$ cat src/rtl/pc16_fetch.sv
// pc16_fetch: 16-bit program counter with a valid/ready fetch-address port.
// Issues the current PC to instruction memory, advances it on each accepted
// request, accepts branch redirects, honours pipeline stalls, and flags a
// one-cycle wrap pulse when the PC rolls over from all-ones to zero.
module pc16_fetch #(
    parameter int unsigned           WIDTH      = 16,
    parameter logic [WIDTH-1:0]      RESET_ADDR = 16'h0000
) (
    input  logic             clk,
    input  logic             rst_n,
    input  logic             load_en,
    input  logic [WIDTH-1:0] load_addr,
    input  logic             stall,
    output logic [WIDTH-1:0] addr_o,
    output logic             addr_valid,
    input  logic             addr_ready,
    output logic             wrap
);

    // BOOT exists so the first valid request appears one edge after reset
    // release rather than combinationally with it.
    typedef enum logic [1:0] {
        BOOT  = 2'b00,
        ISSUE = 2'b01,
        STALL = 2'b10
    } state_t;

    state_t           state;
    state_t           state_next;
    logic [WIDTH-1:0] pc;
    logic [WIDTH-1:0] pc_next;
    logic             wrap_next;
    logic             transfer;

    // A request is consumed only on an edge where both sides agree.
    assign transfer = addr_valid & addr_ready;

    // State register; asynchronous reset returns to BOOT.
    // NOTE: state is updated with non-blocking assignments so every register
    // samples pre-edge values; blocking here would create order-dependent races.
    always_ff @(posedge clk or negedge rst_n) begin
        if (!rst_n) begin
            state <= BOOT;
        end else begin
            state <= state_next;
        end
    end

    // Next-state logic: stall selects STALL from any state, otherwise ISSUE.
    // NOTE: every combinational output gets a default first so no path leaves
    // it unassigned, which would otherwise infer a latch.
    always_comb begin
        state_next = state;
        case (state)
            BOOT:    state_next = stall ? STALL : ISSUE;
            ISSUE:   state_next = stall ? STALL : ISSUE;
            STALL:   state_next = stall ? STALL : ISSUE;
            default: state_next = BOOT;
        endcase
    end

    // PC next value: redirect beats increment; nothing moves while in BOOT.
    // A redirect coinciding with a transfer still consumes that transfer but
    // suppresses the increment, so the wrap pulse only ever follows a real
    // increment out of all-ones.
    always_comb begin
        pc_next   = pc;
        wrap_next = 1'b0;
        if (state != BOOT) begin
            if (load_en) begin
                pc_next = load_addr;
            end else if (transfer) begin
                pc_next   = pc + WIDTH'(1);
                wrap_next = &pc;
            end
        end
    end

    // PC and wrap registers; reset discards any pending request.
    always_ff @(posedge clk or negedge rst_n) begin
        if (!rst_n) begin
            pc   <= RESET_ADDR;
            wrap <= 1'b0;
        end else begin
            pc   <= pc_next;
            wrap <= wrap_next;
        end
    end

    // Outputs come straight from registers, so memory sees glitch-free values.
    assign addr_o     = pc;
    assign addr_valid = (state == ISSUE);

endmodule

$ cat config.mk
export PLATFORM = sky130hd
export DESIGN_NAME = pc16_fetch
export DESIGN_NICKNAME = d
export VERILOG_FILES = /design/src/rtl/pc16_fetch.sv
export SDC_FILE = /design/constraint.sdc
export NUM_CORES = 1
export LEC_CHECK = 0
export ABC_AREA = 1
export CORE_ASPECT_RATIO = 1.5
export CORE_MARGIN = 3
export CORE_UTILIZATION = 26
export CTS_CLUSTER_DIAMETER = 30
export DETAILED_ROUTE_END_ITERATION = 8
export PLACE_DENSITY = 0.54
export REMOVE_ABC_BUFFERS = 1
export SYNTH_ARGS = -nofsm -noshare
export SYNTH_HDL_FRONTEND = slang
export SYNTH_SLANG_ARGS = --single-unit
$ cat constraint.sdc
create_clock -name clk -period 1.5 [get_ports clk]
set_input_delay 0.225 -clock clk [delete_from_list [all_inputs] [get_ports clk]]
set_output_delay 0.225 -clock clk [all_outputs]
set_load 0.005 [all_outputs]
## After elaboration in Yosys (flattened, before gate mapping)

Index checks and enable logic that the tools add are counted.

| storage, ports and cells | value |
|---|---|
| latch bits | 0 |
| output and inout port bits | 18 |
| bits in read-only memories | 0 |
| input bits | 21 |
| word-level logic and storage cells | 20 |
| memory bits (writable) | 0 |
| memories | 0 |
| register bits | 19 |

| cells by class | value |
|---|---|
| equal/unequal tests | 2 |
| magnitude comparators | 0 |
| reductions and logical operators | 6 |
| shift operators | 0 |
| muxes and demuxes | 7 |
| $add $sub $neg | 1 |
| bitwise gates (word level) | 1 |
| divide/modulo/power cells | 0 |
| multipliers | 0 |

Operators with widths:

| cell | number |
|---|---|
| two-way mux 16 bit | 2 |
| adder 16 x 1 -> 16 bit, second input constant | 1 |
| AND reduction 16 bit | 1 |
| two-way mux 2 bit | 2 |
| nonzero test 2 bit | 2 |
| two-way mux 1 bit | 3 |
| OR reduction 3 bit | 1 |
| equality test 2 x 1 -> 1 bit, second input constant | 1 |
| equality test 2 bit, second input constant | 1 |
| logical NOT 2 bit | 1 |
| AND reduction 2 bit | 1 |
| AND 1 bit | 1 |

## Longest topological paths before layout

Gate-level depths: netlist of the first run.

| logic depth | value |
|---|---|
| depth in word-level cells | 5 |
| depth in mapped cells | 10 |
| mapped depth without buffers | 10 |

## Worst setup path before layout of the first run

No wires, ideal clock.

| path | value |
|---|---|
| kind | register to register |
| start | register pc[1] (netlist: addr_o[1]) |
| end | register pc[12] (netlist: addr_o[12]) |
| arrival | 1.184 ns |
| stages on the path, launching flop included | 11 |
| clock period less this slack | 1.297 ns |
| data required time | 1.387 ns |
| buffers on the path | 0 |
| slack | 0.203 ns |
| cells stage by stage | dfrtp_1 > ha_1 > nand2_2 > nor2_1 > nand2_2 > nor2_2 > nand2_1 > nand2_1 > nand2_1 > nand2_1 > inv_1 |

| on the way | value |
|---|---|
| cells in the longest elaborated chain, start to end | 3 |

Ends and longest elaborated chain:

| item | RTL line | text |
|---|---|---|
| start: declaration | 30 | `logic [WIDTH-1:0] pc;` |
| start signal: assignment | 85 | `pc <= pc_next;` |
| adder 16 x 1 -> 16 bit | 73 | `pc_next = pc + WIDTH'(1);` |
| two-way mux 16 bit | 72 | `end else if (transfer) begin` |
| two-way mux 16 bit | 70 | `if (load_en) begin` |

Every way passes these cells. The select of a mux whose other input is x is not followed.
A chain may end at the register's enable or synchronous reset.

## Worst setup path after layout of the first run

| path | value |
|---|---|
| start | register pc[13] (netlist: addr_o[13]) |
| end | output port addr_o[13] |

RTL lines:

| item | RTL line | text |
|---|---|---|
| end: declaration | 14 | `output logic [WIDTH-1:0] addr_o,` |

No word-level cell between the ends.

==> results of run 1 <==
cells in the final DEF (no fill, tap or decap), drive strengths merged, types with 3 or more instances in the layout:
cell type,instances
inv,21
nand4,3
dlymetal6s2s,3
clkbuf,4
dfrtp,19
nor2,31
clkdlybuf4s50,35
o21ai,13
nand2,58
buf,11
a21oi,12
nand3,16
per-stage QoR:
step	hold WS, ps	utilization (%)	worst slack (ps)	power, W	cell area (µm²)
floorplan	-70.6	-	133	0.00109	1230
global placement	480	38.2	24.5	0.00150	1770
detailed placement	489	38.2	37.0	0.00150	1770
CTS	311	39.6	1.13	0.00190	1830
global route	334	40.1	5.16	0.00204	1850
finish	297	40.1	50.4	0.00188	1850
state kept, by name, indices dropped and copies added, names as in the netlist:
| signal | cells |
|---|---|
| addr_o | 16 |
| state | 2 |
| wrap | 1 |
report_power, final:
group          switching [W]  internal [W]
Clock               0.000191      0.000190
Combinational       0.000355      0.000388
Sequential          0.000136      0.000622
Total               0.000683       0.00120
metal layers:
layer  wire (µm)  track usage (%)  vias to the layer above
met5           0                0                        -
met2        1800             23.4                       36
met1        1540             15.3                      608
li1            -                -                      704
met4          67             4.86                        0
met3         189             3.06                        6
cells by family after synthesis:
kind of cell	synth area share, %
buffers and inverters	10.1
and+or+nand+nor	38.7
AOI/OAI and AO/OA	13.0
adders and majority gates	0.979
DFF	37.2
repair_timing:
action,4_1_cts,5_1_grt
pin swaps,0,1
endpoints found under the setup margin,2,11
setup buffers,2,1
gates resized for setup,1,11
cell type report:
class                           count  area, µm²
Fill cell                         481       2760
Sequential cell                    19        485
Timing Repair Buffer               49        483
Tap cell                           64       80.1
Inverter                           21       83.8
Clock buffer                        4       45.0
Multi-Input combinational cell    144        676
worst max-delay path by stage:
stage                                      start                endpoint  slack (ps)  depth (start not counted)
after floorplan                          load_en  addr_o[12]$_DFFE_PN0P_         130                          8
after global placement                   load_en  addr_o[11]$_DFFE_PN0P_          20                          8
after detailed placement                 load_en   addr_o[9]$_DFFE_PN0P_          40                          8
after CTS                 addr_o[10]$_DFFE_PN0P_              addr_o[10]           1                          1
after global routing      addr_o[10]$_DFFE_PN0P_              addr_o[10]           5                          1
final                     addr_o[13]$_DFFE_PN0P_              addr_o[13]          50                          1
==> flow_metrics.env, run 1 <==
export IMPL_status="finished, final reports clean"
export IMPL_setup_tns_ps=0
export IMPL_end_kind="output pin"
export IMPL_vias=1354
export IMPL_drt_iter0_drc=53
export IMPL_num_rows=30
export IMPL_tightest_slew_ps=257
export IMPL_ios=39
export IMPL_skew_ps=0.872
export IMPL_post_route_min_period_ps=1450
export IMPL_synth_ff_type="dfrtp_1"
export IMPL_fin_nets=260
export IMPL_hold_class="input pin to asynchronous set/reset pin"
export IMPL_die_y_um=91.9
export IMPL_maxCapViolations=0
export IMPL_drive_gt1_share_pct=14.3
export IMPL_area_growth_pct=45.1
export IMPL_grt_use_total_pct=13.2
export IMPL_grt_pass1_wl_um=6180
export IMPL_route_detailed_drc=0
export IMPL_yosys_register_bits=19
export IMPL_cts_tree="yes"
export IMPL_clockRootBuffer="clkbuf_8"
export IMPL_setup_violations=0
export IMPL_rsz0062_at_grt="false"
export IMPL_crit_family="buffers and inverters"
export IMPL_synth_most_common_cell="nand2_1"
export IMPL_p_leak_nw=0.868
export IMPL_htreeDepth=1
export IMPL_gr_total_overflow=0
export IMPL_max_freq_mhz=690
export IMPL_grt_pass1_vias=1340
export IMPL_crit_buf_inv=1
export IMPL_n_antenna_cell=0
export IMPL_gp_congestion=0.789
export IMPL_synth_yosys_seq_area_share_pct=37.2
export IMPL_syn_inst=190
export IMPL_synthDistinctLibCells=27
export IMPL_cts_made_buffers=3
export IMPL_critical_path_arrival_ps=1220
export IMPL_stdcell_count=301
export IMPL_cpMaxStageDelayCell="clkdlybuf4s50_1"
export IMPL_crit_required_ps=1270
export IMPL_fp_dieW_um=63.2
export IMPL_hpwl_um=2670
export IMPL_relSlewSlack_pct=82.7
export IMPL_critical_path_reg2reg_startpoint="state[0]$_DFF_PN0_"
export IMPL_clkLatencyLatePin_ps=260
export IMPL_placed_cells=294
export IMPL_ir_worst_vdd_mv=0.269
export IMPL_path_class="flop to output pin"
export IMPL_slew_viol_final=0
export IMPL_yosys_area_top_type_share_pct=37.2
export IMPL_r2r_end="addr_o[11]$_DFFE_PN0P_"
export IMPL_crit_chain="clkdlybuf4s50_1"
export IMPL_vias_per_cell=4.50
export IMPL_core_area_um2=4620
export IMPL_synth_area_leaders="dfrtp_1 37%, nand2_1 16%, nor2_1 7.6%, inv_1 5.9%, nand3_1 5.9%"
export IMPL_port_buffers=38
export IMPL_yosysTopAreaCell="dfrtp_1"
export IMPL_synth_edf_count=0
export IMPL_cts_sinks=19
export IMPL_die_area_um2=5810
export IMPL_yosysWarnings=0
export IMPL_async_flop_share_pct=100
export IMPL_cts_hold_buffers=0
export IMPL_slowest_delay_ps=530
export IMPL_antenna_found_initial=0
export IMPL_min_period_over_period_pct=96.6
export IMPL_worstSetupStartpointType="flop"
export IMPL_syn_area_um2=1280
export IMPL_hold_viol_final=0
export IMPL_dr_pass1_iters=4
export IMPL_synth_avg_cell_area_um2=6.72
export IMPL_routedWlPerCell_um=11.9
export IMPL_ys_top_cells_by_count="54 x nand2_1, 26 x nor2_1, 20 x inv_1"
export IMPL_power_density_nw_per_um2=1020
export IMPL_start_util_pct=27.7
export IMPL_ant_nets=0
export IMPL_postRouteWirelength_um=3590
export IMPL_grt_max_degree=29
export IMPL_reg2reg_setup_slack_ps=120
export IMPL_reg2reg_depth=9
export IMPL_cts_buffer_depth=2
export IMPL_critPathMaxFanout=5
export IMPL_clk_pin_slew_ps=80
Power figures use the tool's default switching activity.
==> run 2, diff against run 1 <==
Settings changed: CELL_PAD_IN_SITES_DETAIL_PLACEMENT set to 1, CELL_PAD_IN_SITES_GLOBAL_PLACEMENT set to 2, CORE_UTILIZATION 26 to 24, PLACE_DENSITY 0.54 to 0.82.
Clock period 1.5 ns to 1.4 ns, I/O delays scaled along.
==> flow_metrics.env, run 2 (synthesis gave the netlist of run 1 again) <==
export IMPL_drt_iter0_drc=54
export IMPL_num_rows=31
export IMPL_stdcell_count=322
export IMPL_crit_buf_inv=1
export IMPL_area_growth_pct=61.3
export IMPL_critical_path_arrival_ps=1140
export IMPL_rsz0062_at_grt="true"
export IMPL_die_area_um2=6250
export IMPL_setup_tns_ps=0
export IMPL_path_class="flop to output pin"
export IMPL_postRouteWirelength_um=4310
export IMPL_crit_chain="clkdlybuf4s50_1"
export IMPL_antenna_found_initial=0
export IMPL_skew_ps=1.68
export IMPL_start_util_pct=25.5
export IMPL_slowest_delay_ps=500
export IMPL_clockRootBuffer="clkbuf_8"
export IMPL_worstSetupStartpointType="flop"
export IMPL_vias=1491
export IMPL_reg2reg_setup_slack_ps=80
export IMPL_gr_total_overflow=0
export IMPL_clkLatencyLatePin_ps=260
export IMPL_post_route_min_period_ps=1350
export IMPL_critical_path_reg2reg_startpoint="addr_o[0]$_DFFE_PN0P_"
export IMPL_end_kind="output pin"
export IMPL_reg2reg_depth=10
export IMPL_fp_dieW_um=65.6
export IMPL_crit_required_ps=1190
export IMPL_ant_nets=0
export IMPL_p_total_w=0.00226
export IMPL_crit_start="addr_o[9]$_DFFE_PN0P_"
export IMPL_tightest_slew_ps=283
export IMPL_max_freq_mhz=738
export IMPL_n_antenna_cell=0
export IMPL_ir_worst_vdd_mv=0.413
export IMPL_hold_class="input pin to asynchronous set/reset pin"
export IMPL_dr_pass1_iters=4
export IMPL_maxCapViolations=0
export IMPL_clk_pin_slew_ps=80
export IMPL_largest_reg_flops=16
export IMPL_status="finished, final reports clean"
export IMPL_fin_nets=279
export IMPL_cpMaxStageDelayCell="clkdlybuf4s50_1"
export IMPL_cts_buffer_depth=2
export IMPL_ios=39
export IMPL_die_y_um=95.4
export IMPL_r2r_end="addr_o[12]$_DFFE_PN0P_"
export IMPL_htreeDepth=1
export IMPL_setup_violations=0
export IMPL_cp_depth=1
export IMPL_critPathMaxFanout=3
export IMPL_port_buffers=38
export IMPL_register_area_um2=480
export IMPL_final_setup_worst_slack_ps=45.6
export IMPL_core_area_um2=5000
export IMPL_final_cell_mix="50 x nand2_1, 28 x clkdlybuf4s50_1, 27 x buf_4"
export IMPL_grt_max_degree=29
export IMPL_crit_family="buffers and inverters"
export IMPL_route_detailed_drc=0
export IMPL_final_common_cell="nand2_1"
export IMPL_relSlewSlack_pct=81.0
export IMPL_crit_end="addr_o[9]"
export IMPL_pre_cts_ws_ps=-86.0
export IMPL_placed_cells=298
export IMPL_p_leak_nw=1.00
export IMPL_power_density_nw_per_um2=1100
export IMPL_cts_tree="yes"
export IMPL_grt_use_total_pct=14.8
export IMPL_grt_pass1_wl_um=7270
export IMPL_routedWlPerCell_um=13.4
export IMPL_fill_cells=634
export IMPL_postLayoutCoreUtil_pct=41.2
export IMPL_min_period_over_period_pct=96.7
export IMPL_vias_per_cell=4.63
export IMPL_grt_pass1_vias=1620
export IMPL_gp_congestion=0.771
export IMPL_cts_made_buffers=3
export IMPL_drive_gt1_share_pct=22.7
export IMPL_hold_viol_final=0
export IMPL_multi_input_area_um2=729
export IMPL_cts_sinks=19
export IMPL_hpwl_um=3120
export IMPL_slew_viol_final=0
run 2: changes by cell type in the layout (fill, tap and decap cells not counted), sizes merged:
cell,previous run,this run
dlymetal6s2s,3,7
clkdlybuf4s50,35,28
dlygate4sd2,0,3
buf,11,30
run 2: power breakdown:
part / switching (W) / total [W] / leakage (nW) / internal (W)
logic: 0.000542 / 0.00111 / 0.759 / 0.000567
registers: 0.0000898 / 0.000751 / 0.220 / 0.000661
clock network: 0.000199 / 0.000401 / 0.0228 / 0.000203
total: 0.000830 / 0.00226 / 1.00 / 0.00143
run 2: cell type report:
class | instances | area share [%]
clock buffers | 4 | 2.19
inverters | 21 | 4.07
well taps | 66 | 4.01
repair buffers | 68 | 31.0
multi-input cells | 144 | 35.4
flip-flops and latches | 19 | 23.3
run 2: metal layers:
layer	wire (µm)	part of all wire (%)	GRT usage, %	up-vias
li1	-	-	-	742
met1	1700	39	16.5	718
met2	2450	57	29.4	27
met3	119	2.8	1.06	4
met4	46	1.1	3.63	0
met5	0	0	0	-
run 2: how the worst min path moves through the flow:
stage | from | end | slack [ps] | cells past startpoint
after floorplan | rst_n | addr_o[0]$_DFFE_PN0P_ | -90 | 0
after global placement | state[1]$_DFF_PN0_ | state[0]$_DFF_PN0_ | 480 | 1
after detailed placement | state[1]$_DFF_PN0_ | state[0]$_DFF_PN0_ | 500 | 1
after CTS | rst_n | addr_o[7]$_DFFE_PN0P_ | 310 | 2
after global routing | rst_n | addr_o[7]$_DFFE_PN0P_ | 320 | 2
final | rst_n | addr_o[7]$_DFFE_PN0P_ | 290 | 2
run 2: metrics by stage:
step / hold WS, ps / instance area (µm²)
floorplan: -85.6 / 1230
global placement: 483 / 1780
detailed placement: 501 / 1780
CTS: 306 / 1960
global route: 318 / 2060
finish: 293 / 2060
run 2: what timing repair did:
item / 4_1_cts / 5_1_grt
hold endpoints to repair: 0 / 0
buffers inserted: 17 / 3
hold buffers: 0 / 0
setup endpoints to repair: 15 / 20
gates cloned: 0 / 0
pin swaps: 1 / 3
gates resized for setup: 7 / 24
run 2: worst register-to-register path, cell delays in order, from the launching register on:
cell,delay [ps]
dfrtp_1,390
ha_4,170
nand2_4,60
nor2_2,90
nand2_2,120
nor2_2,120
nand2_1,60
nand2_1,50
nand2_1,50
nand2_1,60
inv_1,40
==> run 3, diff against run 2 <==
Settings changed: PLACE_DENSITY 0.82 to 0.88.
==> flow_metrics.env, run 3 (synthesis gave the netlist of run 1 again) <==
export IMPL_status="finished, final reports clean"
export IMPL_p_leak_nw=1.00
export IMPL_maxCapViolations=0
export IMPL_postRouteWirelength_um=4320
export IMPL_cpMaxStageDelayCell="clkdlybuf4s50_1"
export IMPL_reg2reg_setup_slack_ps=70
export IMPL_final_cell_mix="50 x nand2_1, 31 x clkdlybuf4s50_1, 28 x buf_4"
export IMPL_port_buffers=38
export IMPL_relSlewSlack_pct=80.3
export IMPL_grt_pass1_vias=1556
export IMPL_routedWlPerCell_um=13.4
export IMPL_final_common_cell="nand2_1"
export IMPL_p_sw_w=0.000852
export IMPL_reg2reg_depth=8
export IMPL_core_area_um2=5000
export IMPL_clkLatencyLatePin_ps=260
export IMPL_cts_buffer_depth=2
export IMPL_gr_usage_met2_pct=26.1
export IMPL_htreeDepth=1
export IMPL_gp_congestion=0.772
export IMPL_gr_total_overflow=0
export IMPL_clockRootBuffer="clkbuf_8"
export IMPL_post_route_min_period_ps=1360
export IMPL_route_detailed_drc=0
export IMPL_area_growth_pct=62.2
export IMPL_min_period_over_period_pct=96.8
export IMPL_crit_buf_inv=1
export IMPL_power_frac_comb_pct=50.0
export IMPL_setup_violations=0
export IMPL_cts_tree="yes"
export IMPL_critical_path_arrival_ps=1150
export IMPL_p_int_w=0.00145
export IMPL_crit_required_ps=1190
export IMPL_slew_viol_final=0
export IMPL_vias=1494
export IMPL_finalInstanceArea_um2=2070
export IMPL_largest_reg_flops=16
export IMPL_grt_use_total_pct=14.5
export IMPL_grt_pass1_wl_um=7040
export IMPL_ir_worst_vdd_mv=0.320
export IMPL_cts_made_buffers=3
export IMPL_path_class="flop to output pin"
export IMPL_p_sw_share_pct=37.0
export IMPL_clk_pin_slew_ps=80
export IMPL_r2r_end="addr_o[11]$_DFFE_PN0P_"
export IMPL_cp_depth=1
export IMPL_power_density_nw_per_um2=1110
export IMPL_crit_end="addr_o[6]"
export IMPL_tightest_slew_ps=294
export IMPL_antenna_found_initial=0
export IMPL_grt_max_degree=29
export IMPL_drive_gt1_share_pct=23.7
export IMPL_max_freq_mhz=738
export IMPL_rsz0062_at_grt="true"
export IMPL_vias_per_cell=4.63
export IMPL_critical_path_reg2reg_startpoint="addr_o[1]$_DFFE_PN0P_"
export IMPL_crit_family="buffers and inverters"
export IMPL_end_kind="output pin"
export IMPL_die_y_um=95.4
export IMPL_n_antenna_cell=0
export IMPL_fin_nets=280
export IMPL_die_area_um2=6250
export IMPL_p_clk_share_pct=17.8
export IMPL_crit_start="addr_o[6]$_DFFE_PN0P_"
export IMPL_hold_viol_final=0
export IMPL_postLayoutCoreUtil_pct=41.4
export IMPL_gr_usage_met3_pct=1.89
export IMPL_critPathMaxFanout=2
export IMPL_hold_class="input pin to asynchronous set/reset pin"
export IMPL_use_met1_pct=17.1
export IMPL_drt_iter0_drc=37
export IMPL_slowest_delay_ps=510
export IMPL_dr_pass1_iters=4
export IMPL_start_util_pct=25.5
export IMPL_ant_nets=0
export IMPL_pwr_share_seq_pct=32.2
export IMPL_skew_ps=8.64
export IMPL_worstSetupStartpointType="flop"
export IMPL_cts_sinks=19
export IMPL_fp_dieW_um=65.6
export IMPL_grt_busiest_layer="met2"
export IMPL_ios=39
export IMPL_crit_chain="clkdlybuf4s50_1"
export IMPL_placedInstanceArea_um2=1780
export IMPL_hpwl_um=3030
export IMPL_num_rows=31
run 3: cell types whose count changed in the layout (fill, tap and decap cells not counted), moves of 2 or more:
cell             delta
dlymetal6s2s_1      -3
nor2_1              -2
nor2_2              +2
clkdlybuf4s50_1     +3
run 3: final cells by class:
class | count | area (µm²)
Fill cell | 627 | 2930
Multi-Input combinational cell | 144 | 739
Timing Repair Buffer | 69 | 639
Sequential cell | 19 | 482
Inverter | 21 | 83.8
Tap cell | 66 | 82.6
Clock buffer | 4 | 45.0
run 3: worst min-delay path by stage:
stage                        from               endpoint  slack [ps]
3_3_place_gp   state[1]$_DFF_PN0_     state[0]$_DFF_PN0_         480
4_1_cts                     rst_n  addr_o[4]$_DFFE_PN0P_         300
6_report                    rst_n  addr_o[4]$_DFFE_PN0P_         290
2_1_floorplan               rst_n  addr_o[0]$_DFFE_PN0P_         -90
3_5_place_dp   state[1]$_DFF_PN0_     state[0]$_DFF_PN0_         490
5_1_grt                     rst_n  addr_o[4]$_DFFE_PN0P_         320
run 3: what timing repair did:
item,4_1_cts,5_1_grt
hold buffers,0,0
setup buffers,17,5
pin swaps,0,13
endpoints found under the setup margin,16,14
gates resized for setup,8,24
run 3: power by group through the flow:
stage,Combinational [W],Sequential (W),Clock (W)
floorplan,0.000375,0.000796,0
global placement,0.000808,0.000816,0
detailed placement,0.000824,0.000818,0
CTS,0.00105,0.000735,0.000429
global route,0.00127,0.000756,0.000453
finish,0.00115,0.000742,0.000410
run 3: layer usage:
| layer | wire (µm) | vias to the layer above | share of wire [%] |
|---|---|---|---|
| li1 | - | 745 | - |
| met1 | 1870 | 716 | 43 |
| met2 | 2240 | 29 | 52 |
| met3 | 125 | 4 | 2.9 |
| met4 | 80 | 0 | 1.9 |
| met5 | 0 | - | 0 |
run 3: stage by stage:
step	power [W]	setup TNS, ps	cells	setup WS, ps	hold WS (ps)
2_1_floorplan	0.00117	0	184	48.3	-85.6
3_3_place_gp	0.00162	-658	297	-86.0	479
3_5_place_dp	0.00164	-835	297	-95.6	486
4_1_cts	0.00221	0	318	1.50	300
5_1_grt	0.00248	-86.7	323	-25.4	320
6_report	0.00230	0	323	44.3	291
